$ cat config.mk
export PLATFORM = sky130hd
export DESIGN_NAME = dat_xfer_sched
export DESIGN_NICKNAME = d
export VERILOG_FILES = /design/src/rtl/dat_xfer_sched.sv
export SDC_FILE = /design/constraint.sdc
export NUM_CORES = 1
export LEC_CHECK = 0
export BUFFER_PORTS_ARGS = -buffer_cell sky130_fd_sc_hd__buf_4
export CAP_MARGIN = 10
export CORE_MARGIN = 2
export CORE_UTILIZATION = 55
export DETAILED_ROUTE_END_ITERATION = 16
export GPL_TIMING_DRIVEN = 0
export PLACE_DENSITY = 0.79
export SYNTH_ARGS = -nofsm -noshare
export SYNTH_HDL_FRONTEND = slang
export SYNTH_SLANG_ARGS = --single-unit
$ cat constraint.sdc
create_clock -name host_clk -period 8.36 [get_ports host_clk]
set_clock_uncertainty 0.1 [all_clocks]
set_input_delay 0.836 -clock host_clk [delete_from_list [all_inputs] [get_ports host_clk]]
set_output_delay 0.836 -clock host_clk [all_outputs]
set_load 0.02 [all_outputs]
$ cat src/rtl/dat_xfer_sched.sv
// rtl/dat_xfer_sched.sv - DAT transfer sequencer: issues a data transfer one block at a time
//
// Sits between the host register block and the DAT control/phys pair.
// Ports:
//   host_clk, rst           single clock, synchronous active-high reset
//   start_tf                one-cycle request to begin a transfer; tf_direction,
//                           multiple_blk, block_cnt, block_sz are captured with it
//   timeout_val             per-block timeout in cycles, 0 disables it
//   abort                   level, cancels the transfer in progress
//   tx_buf_empty/rx_buf_full  buffer readiness for write/read blocks
//   blk_done/blk_crc_err    block completion pulse and its CRC status
//   sdc_busy_L              card busy (low while programming after a write block)
//   blk_start/blk_dir/blk_len  per-block request to the DAT engine
//   blocks_left             remaining block count
//   wr_tf_active/rd_tf_active/cmd_inhibit_dat  PSR activity bits
//   tf_complete/data_err    one-cycle completion and error pulses
//   err_code                01 = CRC error, 10 = timeout, held until the next transfer
module dat_xfer_sched #(
    parameter int BLOCK_SZ_WIDTH  = 12,
    parameter int BLOCK_CNT_WIDTH = 16,
    parameter int TIMEOUT_WIDTH   = 16
) (
    input  logic                       host_clk,
    input  logic                       rst,
    input  logic                       start_tf,
    input  logic                       tf_direction,
    input  logic                       multiple_blk,
    input  logic [BLOCK_CNT_WIDTH-1:0] block_cnt,
    input  logic [BLOCK_SZ_WIDTH-1:0]  block_sz,
    input  logic [TIMEOUT_WIDTH-1:0]   timeout_val,
    input  logic                       abort,
    input  logic                       tx_buf_empty,
    input  logic                       rx_buf_full,
    input  logic                       blk_done,
    input  logic                       blk_crc_err,
    input  logic                       sdc_busy_L,
    output logic                       blk_start,
    output logic                       blk_dir,
    output logic [BLOCK_SZ_WIDTH-1:0]  blk_len,
    output logic [BLOCK_CNT_WIDTH-1:0] blocks_left,
    output logic                       wr_tf_active,
    output logic                       rd_tf_active,
    output logic                       cmd_inhibit_dat,
    output logic                       tf_complete,
    output logic                       data_err,
    output logic [1:0]                 err_code
);

    typedef enum logic [3:0] {
        IDLE,
        LOAD,
        WAIT_BUF,
        ISSUE,
        XFER,
        BUSY_WAIT,
        NEXT,
        DONE,
        ERROR
    } state_t;

    localparam logic [1:0]                 ERR_CRC = 2'b01;
    localparam logic [1:0]                 ERR_TMO = 2'b10;
    localparam logic [BLOCK_CNT_WIDTH-1:0] ONE_BLK = BLOCK_CNT_WIDTH'(1);
    localparam logic [TIMEOUT_WIDTH:0]     ONE_TMO = (TIMEOUT_WIDTH + 1)'(1);

    state_t state, state_d;

    logic [TIMEOUT_WIDTH-1:0]   tmo_cnt, tmo_cnt_d;
    logic                       req_dir, req_dir_d;
    logic                       req_multi, req_multi_d;
    logic [BLOCK_CNT_WIDTH-1:0] req_cnt, req_cnt_d;
    logic [BLOCK_SZ_WIDTH-1:0]  req_sz, req_sz_d;

    logic                       blk_start_d;
    logic                       blk_dir_d;
    logic [BLOCK_SZ_WIDTH-1:0]  blk_len_d;
    logic [BLOCK_CNT_WIDTH-1:0] blocks_left_d;
    logic                       wr_tf_active_d;
    logic                       rd_tf_active_d;
    logic                       cmd_inhibit_dat_d;
    logic                       tf_complete_d;
    logic                       data_err_d;
    logic [1:0]                 err_code_d;

    // Compared one bit wider so the increment can never wrap past the limit.
    logic [TIMEOUT_WIDTH:0] cnt_inc;
    logic [TIMEOUT_WIDTH:0] tmo_limit;
    logic                   tmo_hit;
    logic                   buf_ready;

    assign cnt_inc   = {1'b0, tmo_cnt} + ONE_TMO;
    assign tmo_limit = {1'b0, timeout_val} - ONE_TMO;
    // Fires on the cycle the counter steps onto timeout_val-1, so data_err
    // lands exactly timeout_val cycles after blk_start.
    assign tmo_hit   = (timeout_val != '0) && (cnt_inc >= tmo_limit);
    assign buf_ready = blk_dir ? !rx_buf_full : !tx_buf_empty;

    always_ff @(posedge host_clk) begin
        if (rst) begin
            state           <= IDLE;
            tmo_cnt         <= '0;
            req_dir         <= 1'b0;
            req_multi       <= 1'b0;
            req_cnt         <= '0;
            req_sz          <= '0;
            blk_start       <= 1'b0;
            blk_dir         <= 1'b0;
            blk_len         <= '0;
            blocks_left     <= '0;
            wr_tf_active    <= 1'b0;
            rd_tf_active    <= 1'b0;
            cmd_inhibit_dat <= 1'b0;
            tf_complete     <= 1'b0;
            data_err        <= 1'b0;
            err_code        <= 2'b00;
        end else begin
            state           <= state_d;
            tmo_cnt         <= tmo_cnt_d;
            req_dir         <= req_dir_d;
            req_multi       <= req_multi_d;
            req_cnt         <= req_cnt_d;
            req_sz          <= req_sz_d;
            blk_start       <= blk_start_d;
            blk_dir         <= blk_dir_d;
            blk_len         <= blk_len_d;
            blocks_left     <= blocks_left_d;
            wr_tf_active    <= wr_tf_active_d;
            rd_tf_active    <= rd_tf_active_d;
            cmd_inhibit_dat <= cmd_inhibit_dat_d;
            tf_complete     <= tf_complete_d;
            data_err        <= data_err_d;
            err_code        <= err_code_d;
        end
    end

    always_comb begin
        state_d           = state;
        tmo_cnt_d         = tmo_cnt;
        req_dir_d         = req_dir;
        req_multi_d       = req_multi;
        req_cnt_d         = req_cnt;
        req_sz_d          = req_sz;
        blk_start_d       = 1'b0;
        blk_dir_d         = blk_dir;
        blk_len_d         = blk_len;
        blocks_left_d     = blocks_left;
        wr_tf_active_d    = wr_tf_active;
        rd_tf_active_d    = rd_tf_active;
        cmd_inhibit_dat_d = cmd_inhibit_dat;
        tf_complete_d     = 1'b0;
        data_err_d        = 1'b0;
        err_code_d        = err_code;

        if (state != IDLE && abort) begin
            // Silent cancel: no pulses, block count left as it was.
            state_d           = IDLE;
            wr_tf_active_d    = 1'b0;
            rd_tf_active_d    = 1'b0;
            cmd_inhibit_dat_d = 1'b0;
        end else begin
            case (state)
                IDLE: begin
                    if (start_tf) begin
                        // Capture the request now; the host may change the fields afterwards.
                        req_dir_d   = tf_direction;
                        req_multi_d = multiple_blk;
                        req_cnt_d   = block_cnt;
                        req_sz_d    = block_sz;
                        state_d     = LOAD;
                    end
                end
                LOAD: begin
                    blk_dir_d         = req_dir;
                    blk_len_d         = req_sz;
                    err_code_d        = 2'b00;
                    blocks_left_d     = req_multi ? req_cnt : ONE_BLK;
                    cmd_inhibit_dat_d = 1'b1;
                    rd_tf_active_d    = req_dir;
                    wr_tf_active_d    = !req_dir;
                    state_d           = (req_multi && req_cnt == '0) ? DONE : WAIT_BUF;
                end
                WAIT_BUF: begin
                    if (buf_ready) begin
                        state_d = ISSUE;
                    end
                end
                ISSUE: begin
                    blk_start_d = 1'b1;
                    tmo_cnt_d   = '0;
                    state_d     = XFER;
                end
                XFER: begin
                    tmo_cnt_d = cnt_inc[TIMEOUT_WIDTH-1:0];
                    if (blk_done) begin
                        if (blk_crc_err) begin
                            state_d    = ERROR;
                            err_code_d = ERR_CRC;
                        end else begin
                            state_d = blk_dir ? NEXT : BUSY_WAIT;
                        end
                    end else if (tmo_hit) begin
                        state_d    = ERROR;
                        err_code_d = ERR_TMO;
                    end
                end
                BUSY_WAIT: begin
                    // Timeout keeps counting from the XFER phase of the same block.
                    tmo_cnt_d = cnt_inc[TIMEOUT_WIDTH-1:0];
                    if (sdc_busy_L) begin
                        state_d = NEXT;
                    end else if (tmo_hit) begin
                        state_d    = ERROR;
                        err_code_d = ERR_TMO;
                    end
                end
                NEXT: begin
                    if (blocks_left != '0) begin
                        blocks_left_d = blocks_left - ONE_BLK;
                    end
                    state_d = (blocks_left <= ONE_BLK) ? DONE : WAIT_BUF;
                end
                DONE: begin
                    tf_complete_d     = 1'b1;
                    wr_tf_active_d    = 1'b0;
                    rd_tf_active_d    = 1'b0;
                    cmd_inhibit_dat_d = 1'b0;
                    state_d           = IDLE;
                end
                ERROR: begin
                    data_err_d        = 1'b1;
                    wr_tf_active_d    = 1'b0;
                    rd_tf_active_d    = 1'b0;
                    cmd_inhibit_dat_d = 1'b0;
                    state_d           = IDLE;
                end
                default: begin
                    state_d = IDLE;
                end
            endcase
        end
    end

endmodule

==> flow_summary_export.csv, run 1 <==
group,metric,value,unit
run_status,run_status,"finished, final reports clean",
floorplan,fp.dieH,97.2,um
clock_network,cts_tree,"done",
clock_network,hold_buffers,0,
clock_network,h-tree-depth,3,
yosys,synth_simple_gate_area_frac,0.283,
place,gp_congestion,0.976,
sta,setup_viol,0,
setup_path,start_kind,"primary input",
power,power.density,186,nW/um^2
flow_run,timing.max_cap.violations,0,
clock_network,post_cts_buffers,0,
clock_network,clock_sinks,87,
setup_path,r2r-end,"state[3]",
grt,grt_pass1_wl,21.7,mm
yosys,yosysMostFrequentCell,"nand2_1",
setup_path,crit_arrival,3.86,ns
place,hpwlAfterDp,9.87,mm
final_layout,antenna_cells,0,
yosys,synthArstFlopShare,0,
yosys,synth_nets,707,
drt,drt_wl_total,13.1,mm
setup_path,timing.rr.start,"tmo_cnt[0]",
setup_path,crit_type,"primary input to flop",
yosys,seq_area_frac_synth,0.364,
drt,drc,0,
min_path,holdPathStages,2,
final_layout,nFillCells,764,
yosys,synth_fa_ha_area_frac,0.0550,
sta,layout_min_cycle_time,3.69,ns
yosys,ys_seq_elements,87,
setup_path,path_max_fanout,5,
clock_network,cts_buffer_depth,2,
setup_path,r2r_cells,13,
drt,wl_per_cell,15.5,um
grt,use_met2,0.472,
grt,grtUsageMet1,0.371,
sta,hold-worst-slack,0.357,ns
yosys,ys_top_cells_by_area,"dfxtp_1 (36%), nand2_1 (10%), a21oi_1 (8.6%)",
floorplan,ios,92,
drt,drt_iter0_drc,302,
sta,setup-tns-final,0,ns
clock_network,clock-root-buffer,"clkbuf_8",
final_layout,fin_area,5810,um^2
clock_network,clk-insertion-delay-late,0.37,ns
setup_path,required,8.53,ns
grt,grt_busiest_layer,"met2",
power,leakagePower,2.30,nW
yosys,synthXorXnorAreaFrac,0.0531,
yosys,synth_warnings,0,
floorplan,rows,34,
drt,vias_per_cell,5.78,
grt,antenna_found_initial,0,
grt,grt_max_degree,20,
yosys,synth_top_cell_area_share,0.364,
yosys,postSynthAreaPerCell,7.57,um^2
place,place_area,5590,um^2
floorplan,initial_core_util,0.556,
yosys,synthTopCellsByCount,"nand2_1 (127), dfxtp_1 (87), a21oi_1 (82)",
sta,finalCritPeriodShare,0.441,
yosys,synth_top_family_by_area,"simple AND/OR/NAND/NOR gates",
clock_network,cts_resized,0,
yosys,syn_area,4780,um^2
final_layout,multi_input_comb_area,2860,um^2
final_layout,fin_nets,808,
yosys,synth_flop_cell,"dfxtp_1",
setup_path,cp-end-kind,"flop",
sta,finalHoldViolations,0,
min_path,holdPathEnd,"blk_len[11]",
grt,grtUsageTotal,0.276,
sta,slew_headroom,0.382,
floorplan,dieWidth,97.2,um
yosys,ys_types,60,
drt,dr.pass1.iters,7,
yosys,synth_edf_count,0,
clock_network,numCtsBuffers,9,
grt,met3_usage,0.0338,
place,dp_slack,4.28,ns
yosys,syn_inst,631,
min_path,min_from,"req_sz[11]",
sta,finalWorstSetupSlack,4.67,ns
sta,tightest_slew,0.920,ns
floorplan,core_area,8590,um^2
sta,finalMaxSlewViolations,0,
drt,num_vias,4886,
clock_network,clkTransAtPathRegs,0.11,ns
final_layout,drive_above_1_share,0.172,
grt,gr-total-overflow,0,
final_layout,area_growth,21.5,%
setup_path,ff2ff_setup_slack,5.13,ns
place,portBuffers,90,
drt,postRouteAntennaNets,0,
sta,max_freq,271,MHz
yosys,yosysTopAreaCell,"dfxtp_1",
floorplan,die-area,9450,um^2
yosys,synthMuxAreaShare,0.00236,
min_path,min_path_type,"flop to flop",
grt,grt_pass1_vias,4589,
power,ir_worst_vdd,124,uV
yosys,synth-compound-area-share,0.204,
sta,rsz0062_at_grt,"no",
final_layout,ff_latch_area,1740,um^2
==> state kept, by name (all words and copies together), names as in the netlist, 2 cells and up <==
name,count
blocks_left,16
tmo_cnt,16
req_sz,12
req_cnt,16
err_code,2
blk_len,12
state,4
==> cell type report <==
type / instances / area share
buffer: 33 / 0.0237
clock buffer: 9 / 0.0213
clock inverter: 7 / 0.0157
inverter: 11 / 0.00711
multi-input combinational: 500 / 0.492
sequential: 87 / 0.300
tap: 108 / 0.0233
timing repair buffer: 90 / 0.116
==> worst max-delay path, cell delays in order <==
cell and delay (ns):
buf_4 0.11, inv_1 0.07, ha_1 0.19, or4b_4 0.50
nor3_4 0.19, nand2_2 0.11, nor4_1 0.31, xnor2_1 0.19
ha_1 0.27, and4_1 0.17, nand4_1 0.12, a21oi_1 0.07
a211oi_1 0.27, a31oi_2 0.21, a32o_1 0.24
==> placed cells by master (no fill, tap or decap), types with 11 or more instances in the layout <==
| master | Yosys | layout |
|---|---|---|
| nand3_1 | 18 | 18 |
| o21ai_0 | 35 | 35 |
| xnor2_1 | 18 | 18 |
| ha_1 | 21 | 21 |
| nand2_1 | 127 | 127 |
| a21oi_1 | 82 | 82 |
| xor2_1 | 11 | 11 |
| dfxtp_1 | 87 | 87 |
| buf_4 | 0 | 90 |
| nor3_1 | 18 | 18 |
| clkbuf_1 | 26 | 26 |
| nor2_1 | 56 | 56 |
| inv_1 | 11 | 11 |
==> cells by family (layout without fill, tap and decap cells) <==
logic type / count (synthesis) / count (layout)
simple gates: 285 / 285
flops: 87 / 87
buf+inv: 44 / 150
compound gates: 164 / 164
fa+ha+maj: 21 / 21
xor+xnor: 29 / 29
mux: 1 / 1
==> power by group <==
part	total (mW)	switching, mW	internal, mW
logic	0.300	0.193	0.108
registers	0.480	0.0292	0.451
clock network	0.301	0.181	0.120
total	1.08	0.403	0.678
==> layer usage <==
| metal | wire length, um | part of all wire |
|---|---|---|
| met5 | 0 | 0 |
| met4 | 252 | 0.019 |
| met3 | 677 | 0.052 |
| met2 | 6370 | 0.49 |
| met1 | 5780 | 0.44 |
==> through the flow <==
stage | utilization | total power [mW] | instances
floorplan | - | 0.679 | 631
global placement | 0.651 | 0.777 | 829
detailed placement | 0.651 | 0.784 | 829
CTS | 0.676 | 1.08 | 845
global route | 0.676 | 1.14 | 845
finish | 0.676 | 1.08 | 845
==> worst max-delay path by stage <==
| stage | from | end | cells past startpoint |
|---|---|---|---|
| 6_report | timeout_val[0] | state[3] | 15 |
| 2_1_floorplan | timeout_val[0] | state[3] | 14 |
| 3_5_place_dp | timeout_val[0] | state[3] | 15 |
| 5_1_grt | timeout_val[0] | state[3] | 15 |
| 3_3_place_gp | timeout_val[0] | state[3] | 15 |
| 4_1_cts | timeout_val[0] | state[3] | 15 |
No activity file was read; power rests on OpenSTA's default activity.
==> run 2: changes to the inputs <==
--- a/config.mk
+++ b/config.mk
@@ -8,10 +8,10 @@
 export BUFFER_PORTS_ARGS = -buffer_cell sky130_fd_sc_hd__buf_4
 export CAP_MARGIN = 10
 export CORE_MARGIN = 2
-export CORE_UTILIZATION = 55
+export CORE_UTILIZATION = 50
 export DETAILED_ROUTE_END_ITERATION = 16
 export GPL_TIMING_DRIVEN = 0
-export PLACE_DENSITY = 0.79
+export PLACE_DENSITY = 0.76
 export SYNTH_ARGS = -nofsm -noshare
 export SYNTH_HDL_FRONTEND = slang
 export SYNTH_SLANG_ARGS = --single-unit
==> constraint.sdc (replaced) <==
create_clock -name host_clk -period 3.3 [get_ports host_clk]
set_clock_uncertainty 0.1 [all_clocks]
set_input_delay 0.33 -clock host_clk [delete_from_list [all_inputs] [get_ports host_clk]]
set_output_delay 0.33 -clock host_clk [all_outputs]
set_load 0.02 [all_outputs]
==> flow_summary_export.csv, run 2 (same netlist as run 1, synthesis figures left out) <==
group,metric,value,unit
run_status,run_status,"finished, final reports clean",
drt,vias_per_cell,5.64,
floorplan,initial_core_util,0.517,
power,power.density,467,nW/um^2
final_layout,layout_commonest_cell,"nand2_1",
drt,postRouteAntennaNets,0,
clock_network,cts_tree,"done",
setup_path,required,3.46,ns
sta,finalMaxSlewViolations,0,
clock_network,clock_sinks,87,
setup_path,cp.depth,13,
clock_network,clkTransAtPathRegs,0.11,ns
flow_run,timing.max_cap.violations,0,
floorplan,die-area,10400,um^2
grt,grt_pass1_wl,21.3,mm
setup_path,start_kind,"flop",
drt,wl_per_cell,15.0,um
setup_path,r2r_cells,13,
setup_path,cp-end-kind,"flop",
drt,drt_wl_total,13.0,mm
sta,slew_headroom,0.427,
place,place_area,5620,um^2
drt,drt_iter0_drc,286,
final_layout,mostFrequentLayoutCells,"nand2_1 (127), buf_4 (90), dfxtp_1 (86)",
sta,hold-worst-slack,0.0940,ns
clock_network,h-tree-depth,3,
final_layout,reg.largest.list,"blocks_left x16, req_cnt x16, tmo_cnt x16",
sta,finalWorstSetupSlack,0.246,ns
sta,max_freq,327,MHz
drt,num_vias,4881,
grt,antenna_found_initial,0,
place,gp_congestion,0.954,
final_layout,drive_above_1_share,0.179,
clock_network,hold_buffers,0,
sta,finalCritPeriodShare,0.925,
setup_path,critPathTopFamily,"simple AND/OR/NAND/NOR gates",
setup_path,max_stage_delay,0.40,ns
place,dp_slack,-0.197,ns
sta,rsz0062_at_grt,"no",
sta,setup_viol,0,
setup_path,cpMaxStageDelayCell,"dfxtp_2",
setup_path,crit_type,"flop to flop",
clock_network,clock-root-buffer,"clkbuf_8",
min_path,min_path_type,"primary input to flop",
clock_network,clk-insertion-delay-late,0.37,ns
final_layout,fin_nets,808,
grt,grtUsageTotal,0.258,
setup_path,path_max_fanout,7,
setup_path,crit_chain,"ha_2, and3_1, nand3_4, nor2_4, nand3_1, xnor2_1, ha_1, and4_1, nand4_1, a21oi_2, a211oi_2, a31oi_4, a32o_1",
sta,finalHoldViolations,0,
grt,gr-total-overflow,0,
grt,grt_max_degree,20,
min_path,holdPathStages,3,
place,hpwlAfterDp,9.91,mm
sta,tightest_slew,0.852,ns
final_layout,antenna_cells,0,
floorplan,rows,35,
setup_path,crit_arrival,3.22,ns
drt,drc,0,
power,ir_worst_vdd,254,uV
floorplan,ios,92,
drt,dr.pass1.iters,6,
floorplan,dieWidth,102,um
grt,grt_pass1_vias,4479,
sta,layout_min_cycle_time,3.05,ns
floorplan,fp.dieH,102,um
floorplan,core_area,9240,um^2
setup_path,crit_buf_inv,0,
final_layout,area_growth,22.8,%
power,leakagePower,2.31,nW
sta,setup-tns-final,0,ns
final_layout,fin_area,5870,um^2
clock_network,cts_buffer_depth,2,
place,portBuffers,90,
clock_network,numCtsBuffers,9,
run 2: path summary, 6_finish.rpt:
kind	start	endpoint	slack, ns
worst max register to register	tmo_cnt[0]	state[3]	0.25
worst min-delay path	block_sz[10]	req_sz[10]	0.09
worst min register to register	req_sz[4]	req_sz[4]	0.36
worst max-delay path	tmo_cnt[0]	state[3]	0.25
run 2: metrics by stage:
step / cells / utilization / power (mW)
after detailed placement: 850 / 0.608 / 1.99
after floorplan: 631 / - / 1.72
after global placement: 850 / 0.608 / 1.97
after global routing: 866 / 0.635 / 2.90
after CTS: 866 / 0.631 / 2.75
final: 866 / 0.635 / 2.74
run 2: area by class of cell:
type / count / area, um^2
Multi-Input combinational cell: 500 / 2900
Buffer: 33 / 138
Tap cell: 129 / 161
Clock buffer: 9 / 124
Timing Repair Buffer: 90 / 676
Clock inverter: 7 / 88.8
Inverter: 11 / 41.3
Sequential cell: 87 / 1740
Fill cell: 830 / 3370
run 2: power breakdown:
part           total [mW]  switching [mW]  leakage (nW)  internal (mW)
clock network       0.767           0.458         0.107          0.308
logic               0.760           0.488          1.50          0.272
registers            1.22          0.0737         0.707           1.14
total                2.74            1.02          2.31           1.72
run 2: routing by layer:
layer	vias to the layer above	part of all wire	wire, um	GRT usage
li1	2422	-	-	-
met1	2286	0.45	5860	0.357
met2	155	0.48	6290	0.421
met3	18	0.052	671	0.0490
met4	0	0.011	146	0.0551
met5	-	0	0	0
run 2: tightest hold or removal path, stage by stage:
cell and delay, ns:
buf_4 0.11, nand2_1 0.04, a21oi_1 0.05
run 2: repair_timing:
| item | CTS | global route |
|---|---|---|
| gates resized for setup | 0 | 8 |
| endpoints found under the setup margin | 0 | 5 |
| buffers inserted | 0 | 0 |
